File: src/rtl/logic_mux_pipe_if.sv
// logic_mux_pipe_if: operand/result handshake bundle for logic_mux_pipe
interface logic_mux_pipe_if #(
  parameter int WIDTH = 8,
  parameter int CNT_W = 8
);
  logic             in_valid;
  logic             in_ready;
  logic [WIDTH-1:0] a;
  logic [WIDTH-1:0] b;
  logic [2:0]       op;
  logic             acc_sel;
  logic             out_valid;
  logic             out_ready;
  logic [WIDTH-1:0] result;
  logic             zero;
  logic [CNT_W-1:0] op_count;
  modport master (
    output in_valid, a, b, op, acc_sel, out_ready,
    input  in_ready, out_valid, result, zero, op_count
  );
  modport slave (
    input  in_valid, a, b, op, acc_sel, out_ready,
    output in_ready, out_valid, result, zero, op_count
  );
endinterface

File: src/rtl/logic_mux_pipe.sv
// logic_mux_pipe: two-stage valid/ready bitwise function unit with accumulator feedback
module logic_mux_pipe #(
  parameter int WIDTH = 8,
  parameter int CNT_W = 8
) (
  input logic            clk,
  input logic            rst_n,
  logic_mux_pipe_if.slave bus
);
  logic             s1_valid, s1_acc, s1_adv, out_valid, zero;
  logic [WIDTH-1:0] s1_a, s1_b, acc, opa, f, result;
  logic [2:0]       s1_op;
  logic [CNT_W-1:0] op_count;
  assign s1_adv       = s1_valid && (!out_valid || bus.out_ready);
  assign bus.in_ready = !s1_valid || s1_adv;
  assign bus.out_valid = out_valid;
  assign bus.result   = result;
  assign bus.zero     = zero;
  assign bus.op_count = op_count;
  always_comb begin
    opa = s1_acc ? acc : s1_a;
    case (s1_op)
      3'b000:  f = opa & s1_b;
      3'b001:  f = opa | s1_b;
      3'b010:  f = ~(opa & s1_b);
      3'b011:  f = ~(opa | s1_b);
      3'b100:  f = opa ^ s1_b;
      3'b101:  f = ~(opa ^ s1_b);
      3'b110:  f = ~opa;
      default: f = s1_b;
    endcase
  end
  always_ff @(posedge clk) begin
    if (bus.in_valid && bus.in_ready) begin
      s1_a   <= bus.a;
      s1_b   <= bus.b;
      s1_op  <= bus.op;
      s1_acc <= bus.acc_sel;
    end
  end
  // acc tracks f at every stage-1 to stage-2 transfer so acc_sel ops chain back-to-back
  always_ff @(posedge clk) begin
    if (!rst_n) begin
      s1_valid  <= 1'b0;
      out_valid <= 1'b0;
      result    <= '0;
      zero      <= 1'b1;
      acc       <= '0;
      op_count  <= '0;
    end else begin
      if (bus.in_valid && bus.in_ready) s1_valid <= 1'b1;
      else if (s1_adv) s1_valid <= 1'b0;
      if (s1_adv) begin
        result    <= f;
        zero      <= (f == '0);
        acc       <= f;
        out_valid <= 1'b1;
      end else if (out_valid && bus.out_ready) out_valid <= 1'b0;
      if (out_valid && bus.out_ready) op_count <= op_count + CNT_W'(1);
    end
  end
endmodule

File: src/flat_wrapper.sv
// flat-port wrapper written by rule: the top's interface ports become plain ports
module logic_mux_pipe_flat 
#(
  parameter int WIDTH = 8,
  parameter int CNT_W = 8
)
  (clk, rst_n, bus_in_valid, bus_a, bus_b, bus_op, bus_acc_sel, bus_out_ready, bus_in_ready, bus_out_valid, bus_result, bus_zero, bus_op_count);
  logic_mux_pipe_if #(.WIDTH(WIDTH), .CNT_W(CNT_W)) bus_i ();
  input logic clk;
  input logic rst_n;
  input wire logic [$bits(bus_i.in_valid)-1:0] bus_in_valid;
  input wire logic [$bits(bus_i.a)-1:0] bus_a;
  input wire logic [$bits(bus_i.b)-1:0] bus_b;
  input wire logic [$bits(bus_i.op)-1:0] bus_op;
  input wire logic [$bits(bus_i.acc_sel)-1:0] bus_acc_sel;
  input wire logic [$bits(bus_i.out_ready)-1:0] bus_out_ready;
  output wire logic [$bits(bus_i.in_ready)-1:0] bus_in_ready;
  output wire logic [$bits(bus_i.out_valid)-1:0] bus_out_valid;
  output wire logic [$bits(bus_i.result)-1:0] bus_result;
  output wire logic [$bits(bus_i.zero)-1:0] bus_zero;
  output wire logic [$bits(bus_i.op_count)-1:0] bus_op_count;
  assign bus_i.in_valid = bus_in_valid;
  assign bus_i.a = bus_a;
  assign bus_i.b = bus_b;
  assign bus_i.op = bus_op;
  assign bus_i.acc_sel = bus_acc_sel;
  assign bus_i.out_ready = bus_out_ready;
  assign bus_in_ready = bus_i.in_ready;
  assign bus_out_valid = bus_i.out_valid;
  assign bus_result = bus_i.result;
  assign bus_zero = bus_i.zero;
  assign bus_op_count = bus_i.op_count;
  logic_mux_pipe #(.WIDTH(WIDTH), .CNT_W(CNT_W)) u_core (.clk(clk), .rst_n(rst_n), .bus(bus_i));
endmodule
File: config.mk
export PLATFORM = sky130hd
export DESIGN_NAME = logic_mux_pipe_flat
export DESIGN_NICKNAME = d
export VERILOG_FILES = /design/src/rtl/logic_mux_pipe_if.sv /design/src/rtl/logic_mux_pipe.sv /design/src/flat_wrapper.sv
export SDC_FILE = /design/constraint.sdc
export NUM_CORES = 1
export LEC_CHECK = 0
export BUFFER_PORTS_ARGS = -buffer_cell sky130_fd_sc_hd__buf_2
export CORE_MARGIN = 2
export CORE_UTILIZATION = 48
export CTS_CLUSTER_DIAMETER = 100
export DETAILED_ROUTE_END_ITERATION = 10
export PLACE_DENSITY = 0.67
export SYNTH_ARGS = -nofsm -noshare
export SYNTH_HDL_FRONTEND = slang
export SYNTH_SLANG_ARGS = --single-unit
export TNS_END_PERCENT = 50
File: constraint.sdc
create_clock -name clk -period 5.8 [get_ports clk]
set_input_delay 0.58 -clock clk [delete_from_list [all_inputs] [get_ports clk]]
set_output_delay 0.58 -clock clk [all_outputs]
set_load 0.005 [all_outputs]
* After elaboration in Yosys (flattened, before gate mapping)
Index checks and enable logic that the tools add are counted.
** Word-level totals
- Register bits :: 39
- Input bits :: 24
- Output and inout port bits :: 19
- Word-level logic and storage cells :: 40
** Cells by class
- Add/sub/neg operators :: 1
- Eq/ne operators :: 6
- Multiplexer cells :: 6
- Bitwise logic cells :: 7
- Reductions and logical operators :: 11
** Operators by type and width (number)
- one-hot mux 8 bit (7 select lines) :: 1
- inverter 8 bit :: 4
- equality test 3 bit, second input constant :: 3
- adder 8 x 1 -> 8 bit, second input constant :: 1
- bitwise AND 8 bit :: 1
- logical NOT 8 bit :: 1
- two-way mux 8 bit :: 1
- OR 8 bit :: 1
- XOR 8 bit :: 1
- equality test 3 x 2 -> 1 bit, second input constant :: 2
- two-way mux 1 bit :: 4
- nonzero test 2 bit :: 2
- equality test 3 x 1 -> 1 bit, second input constant :: 1
- logical AND 1 bit :: 3
- logical NOT 3 bit :: 1
- logical NOT 1 bit :: 2
- logical OR 1 bit :: 2

* Logic depth before layout (Yosys ltp)
- Depth after elaboration :: 6
- Depth in mapped cells :: 10
- Mapped depth without buffers :: 9

* Least setup slack after synthesis
Ideal clock, no wire load.
- Kind :: register to register
- Start :: reg u_core.s1_acc
- End :: reg u_core.zero, in the netlist u_core.bus.zero
- Data arrival time :: 1910 ps
- Data required time :: 5721 ps
- Slack :: 3811 ps
- Stages on the path, launching flop included :: 11
- Path buffers :: 1
- Clock period less this slack :: 1989 ps
- Cells stage by stage :: edfxtp_1 buf_6 mux2_2 inv_1 ha_1 xnor2_1 nand2_1 o211a_1 a211oi_1 nand4_1 o211ai_1
** On the way
- Word-level cells in the longest chain between the ends :: 5
- Elaborated cells between the ends (all ways) :: 10
** Ends and longest elaborated chain
- from (decl) :: RTL line logic_mux_pipe.sv:10 : logic s1_valid, s1_acc, s1_adv, out_valid, zero;
- from (signal assigned) :: RTL line logic_mux_pipe.sv:38 : s1_acc <= bus.acc_sel;
- two-way mux 8 bit * :: RTL line logic_mux_pipe.sv:21 : opa = s1_acc ? acc : s1_a;
- XOR 8 bit (tied with other cells) :: RTL line logic_mux_pipe.sv:27, logic_mux_pipe.sv:28
- inverter 8 bit, on equally long branches :: RTL line logic_mux_pipe.sv:28, logic_mux_pipe.sv:25, logic_mux_pipe.sv:26
- one-hot mux 8 bit (7 select lines) * :: RTL line logic_mux_pipe.sv:22 : case (s1_op)
- logical NOT 8 bit * :: RTL line logic_mux_pipe.sv:55 : zero <= (f == '0);
- to (signal assigned) :: RTL line logic_mux_pipe.sv:55
- to (decl) :: RTL line logic_mux_pipe.sv:10
Every way passes the cells marked *; elsewhere a longest branch is shown, timed or not.
A chain may end at the register's enable or synchronous reset.

* Final worst setup path
Ends and elaborated chain as after synthesis.

==> impl_metrics.csv <==
group,metric,value,unit
global_route,grt_first_pass_wirelength,7010,um
setup_path,crit_path_max_fanout,8,
setup_path,critPathKind,"reg -> reg",
clock_tree,cts_buffers,5,
setup_path,worstSetupStartpointType,"register",
floorplanning,die_area,5260,sq um
finish,layout_common_cells,"buf_2 (42), edfxtp_1 (20), nand2_1 (19), inv_1 (19), dfxtp_1 (19)",
clock_tree,cts_resized,0,
finish,final_cells,314,
yosys,synth-xor-area-share,0.0816,
global_route,grtUsageTotal,0.174,
clock_tree,cts_hold_buf,0,
yosys,synth_seq_area_share,0.435,
global_route,antenna_found_initial,0,
global_route,grt_start_max_net_pins,31,
yosys,synth_fp_nets,265,
setup_path,r2r_cells,9,
timing,final.setup_skew,0.0106,ns
yosys,yosys.area_share.simple,0.131,
drt,drc,0,
drt,vias_per_cell,5.18,
floorplanning,die_y,72.5,um
yosys,synth_warnings,0,
placed_design,pre_cts_ws,3.41,ns
power_and_ir_drop,ir_drop,0.130,mV
flow_run,max-cap-violations,0,
floorplanning,die_w,72.5,um
yosys,ys_types,40,
yosys,ys_seq_elements,39,
clock_tree,cts_setup_buffers,0,
placed_design,io_buffers,42,
timing,tns,0,ns
yosys,synthAdderAreaFrac,0.0943,
drt,vias,1625,
timing,relSlewSlack,0.245,
floorplanning,io-pin-count,43,
yosys,synth.area.mux_share,0.0527,
floorplanning,rows,24,
drt,final_antenna_net_count,0,
power_and_ir_drop,powerDensity,240,nW/um^2
timing,maxSlewViolCount,0,
finish,drive_above_1_share,0.202,
finish,syn2layout_area_growth,13.0,%
timing,final-hold-violation-count,0,
timing,period_needed,2.43,ns
yosys,syn_area,2250,sq um
yosys,synthCells,224,
timing,worst_slack,3.37,ns
timing,period_share,0.419,
drt,firstDrtPassIters,4,
status,status,"completed",
placed_design,gp_congestion,0.779,
yosys,synth_top_family_by_area,"compound AO/OA/AOI/OAI gates",
global_route,grt_pass1_vias,1532,
clock_tree,cts_tree,"built",
placed_design,place_inst,306,
finish,final_common_cell,"buf_2",
min_path,hold_depth,1,
timing,tightest_slew,1.13,ns
power_and_ir_drop,total_power,0.611,mW
setup_path,cp-end-kind,"register",
floorplanning,coreArea,4440,sq um
timing,final-setup-viol-count,0,
clock_tree,h-tree-depth,2,
clock_tree,cts_sinks,39,
clock_tree,cts-root-buf,"clkbuf_8",
setup_path,r2r_slack,3.37,ns
yosys,synth_compound_area_frac,0.140,
timing,fmax,411,MHz
clock_tree,clk_latency,0.30,ns
global_route,grt_overflow,0,
finish,nFillCells,390,
setup_path,crit_arrival,2.66,ns
timing,rsz0062_at_grt,"no",
floorplanning,start_util,0.507,
clock_tree,cts.clk_slew.worst_paths,0.08,ns
drt,finalWirelength,4200,um
min_path,hp-class,"in -> reg",
finish,n_antenna_cell,0,
drt,wl_per_cell,13.4,um
drt,first_iter_violations,54,
setup_path,crit_required,6.03,ns
finish,nets,302,
placed_design,dpl.hpwl,3050,um
power_and_ir_drop,leakage,1.16,nW
yosys,postSynthAreaPerCell,10.1,sq um
clock_tree,clock_path_buffers,2,
-- flip-flops by register name (all words and copies together), names as in the netlist --
| register | cells |
|---|---|
| u_core.s1_valid | 1 |
| u_core.bus.op_count | 8 |
| u_core.acc | 8 |
| u_core.bus.out_valid | 1 |
| u_core.s1_b | 8 |
| u_core.s1_a | 8 |
| u_core.bus.zero | 1 |
| u_core.s1_op | 3 |
| u_core.s1_acc | 1 |
-- kinds of logic after synthesis --
family,after synthesis
DFF,39
adders and majority gates,17
and+or+nand+nor,60
buffers and inverters,31
xor gates and xnor gates,21
AOI/OAI and AO/OA,46
muxes,10
-- worst max-delay path: stages (launching register included) --
cell      delay, ns
edfxtp_1       0.66
mux2_2         0.42
inv_1          0.06
ha_1           0.22
xnor2_1        0.15
nand2_1        0.08
o211a_1        0.16
a211oi_1       0.31
nand4_1        0.14
o211ai_1       0.16
-- cells in the mapped netlist (all sizes together) --
cell	number	area share
a211oi	4	0.013
a211o	1	0.0039
xnor2	17	0.066
dfxtp	19	0.17
edfxtp	20	0.27
a21oi	8	0.018
o21ai	11	0.024
or3	1	0.0028
ha	17	0.094
mux2i	7	0.033
o21a	1	0.0033
a22o	3	0.012
mux4	1	0.010
inv	19	0.032
xor2	4	0.016
o22ai	2	0.0055
o22a	2	0.0078
buf	9	0.029
a31oi	1	0.0028
nand4	2	0.0055
or4	1	0.0033
o211a	5	0.022
o211ai	4	0.013
a21o	1	0.0033
nor3	3	0.0067
and2	10	0.028
mux2	2	0.010
a2bb2oi	1	0.0039
a21boi	2	0.0067
nand2	19	0.032
nor2	10	0.017
nand3	6	0.013
clkbuf	3	0.0050
nor2b	5	0.014
nand4b	1	0.0039
nand2b	2	0.0055
-- through the flow --
stage / utilization / instance area, sq um / hold WS, ns
2_1_floorplan: - / 2250 / 0.467
3_3_place_gp: 0.552 / 2450 / 0.482
3_5_place_dp: 0.552 / 2450 / 0.479
4_1_cts: 0.573 / 2550 / 0.444
5_1_grt: 0.573 / 2550 / 0.439
6_report: 0.573 / 2550 / 0.452
-- worst paths after layout --
kind | start | endpoint
setup reg to reg | u_core.s1_acc | u_core.bus.zero
hold / removal | bus_op[0] | u_core.s1_op[0]
setup / recovery | u_core.s1_acc | u_core.bus.zero
hold reg to reg | u_core.bus.zero | u_core.bus.zero
-- per-layer routing --
layer / up-vias / global-route usage / part of all wire
li1: 851 / - / -
met1: 727 / 0.223 / 0.47
met2: 40 / 0.280 / 0.47
met3: 7 / 0.0444 / 0.045
met4: 0 / 0.0700 / 0.016
met5: - / 0 / 0
-- layout make-up --
class / count / area (sq um) / area share
clock inverters: 2 / 11.3 / 0.00442
flip-flops and latches: 39 / 981 / 0.385
repair buffers: 42 / 210 / 0.0825
well taps: 52 / 65.1 / 0.0255
inverters: 19 / 71.3 / 0.0280
multi-input cells: 154 / 1130 / 0.442
clock buffers: 6 / 82.6 / 0.0324
-- power by group --
group | internal (mW) | total [mW] | leakage, nW | switching, mW
Clock | 0.0949 | 0.192 | 0.0449 | 0.0966
Combinational | 0.0494 | 0.0953 | 0.768 | 0.0459
Sequential | 0.305 | 0.325 | 0.351 | 0.0195
Note: power is estimated with default switching activity, not from simulation.
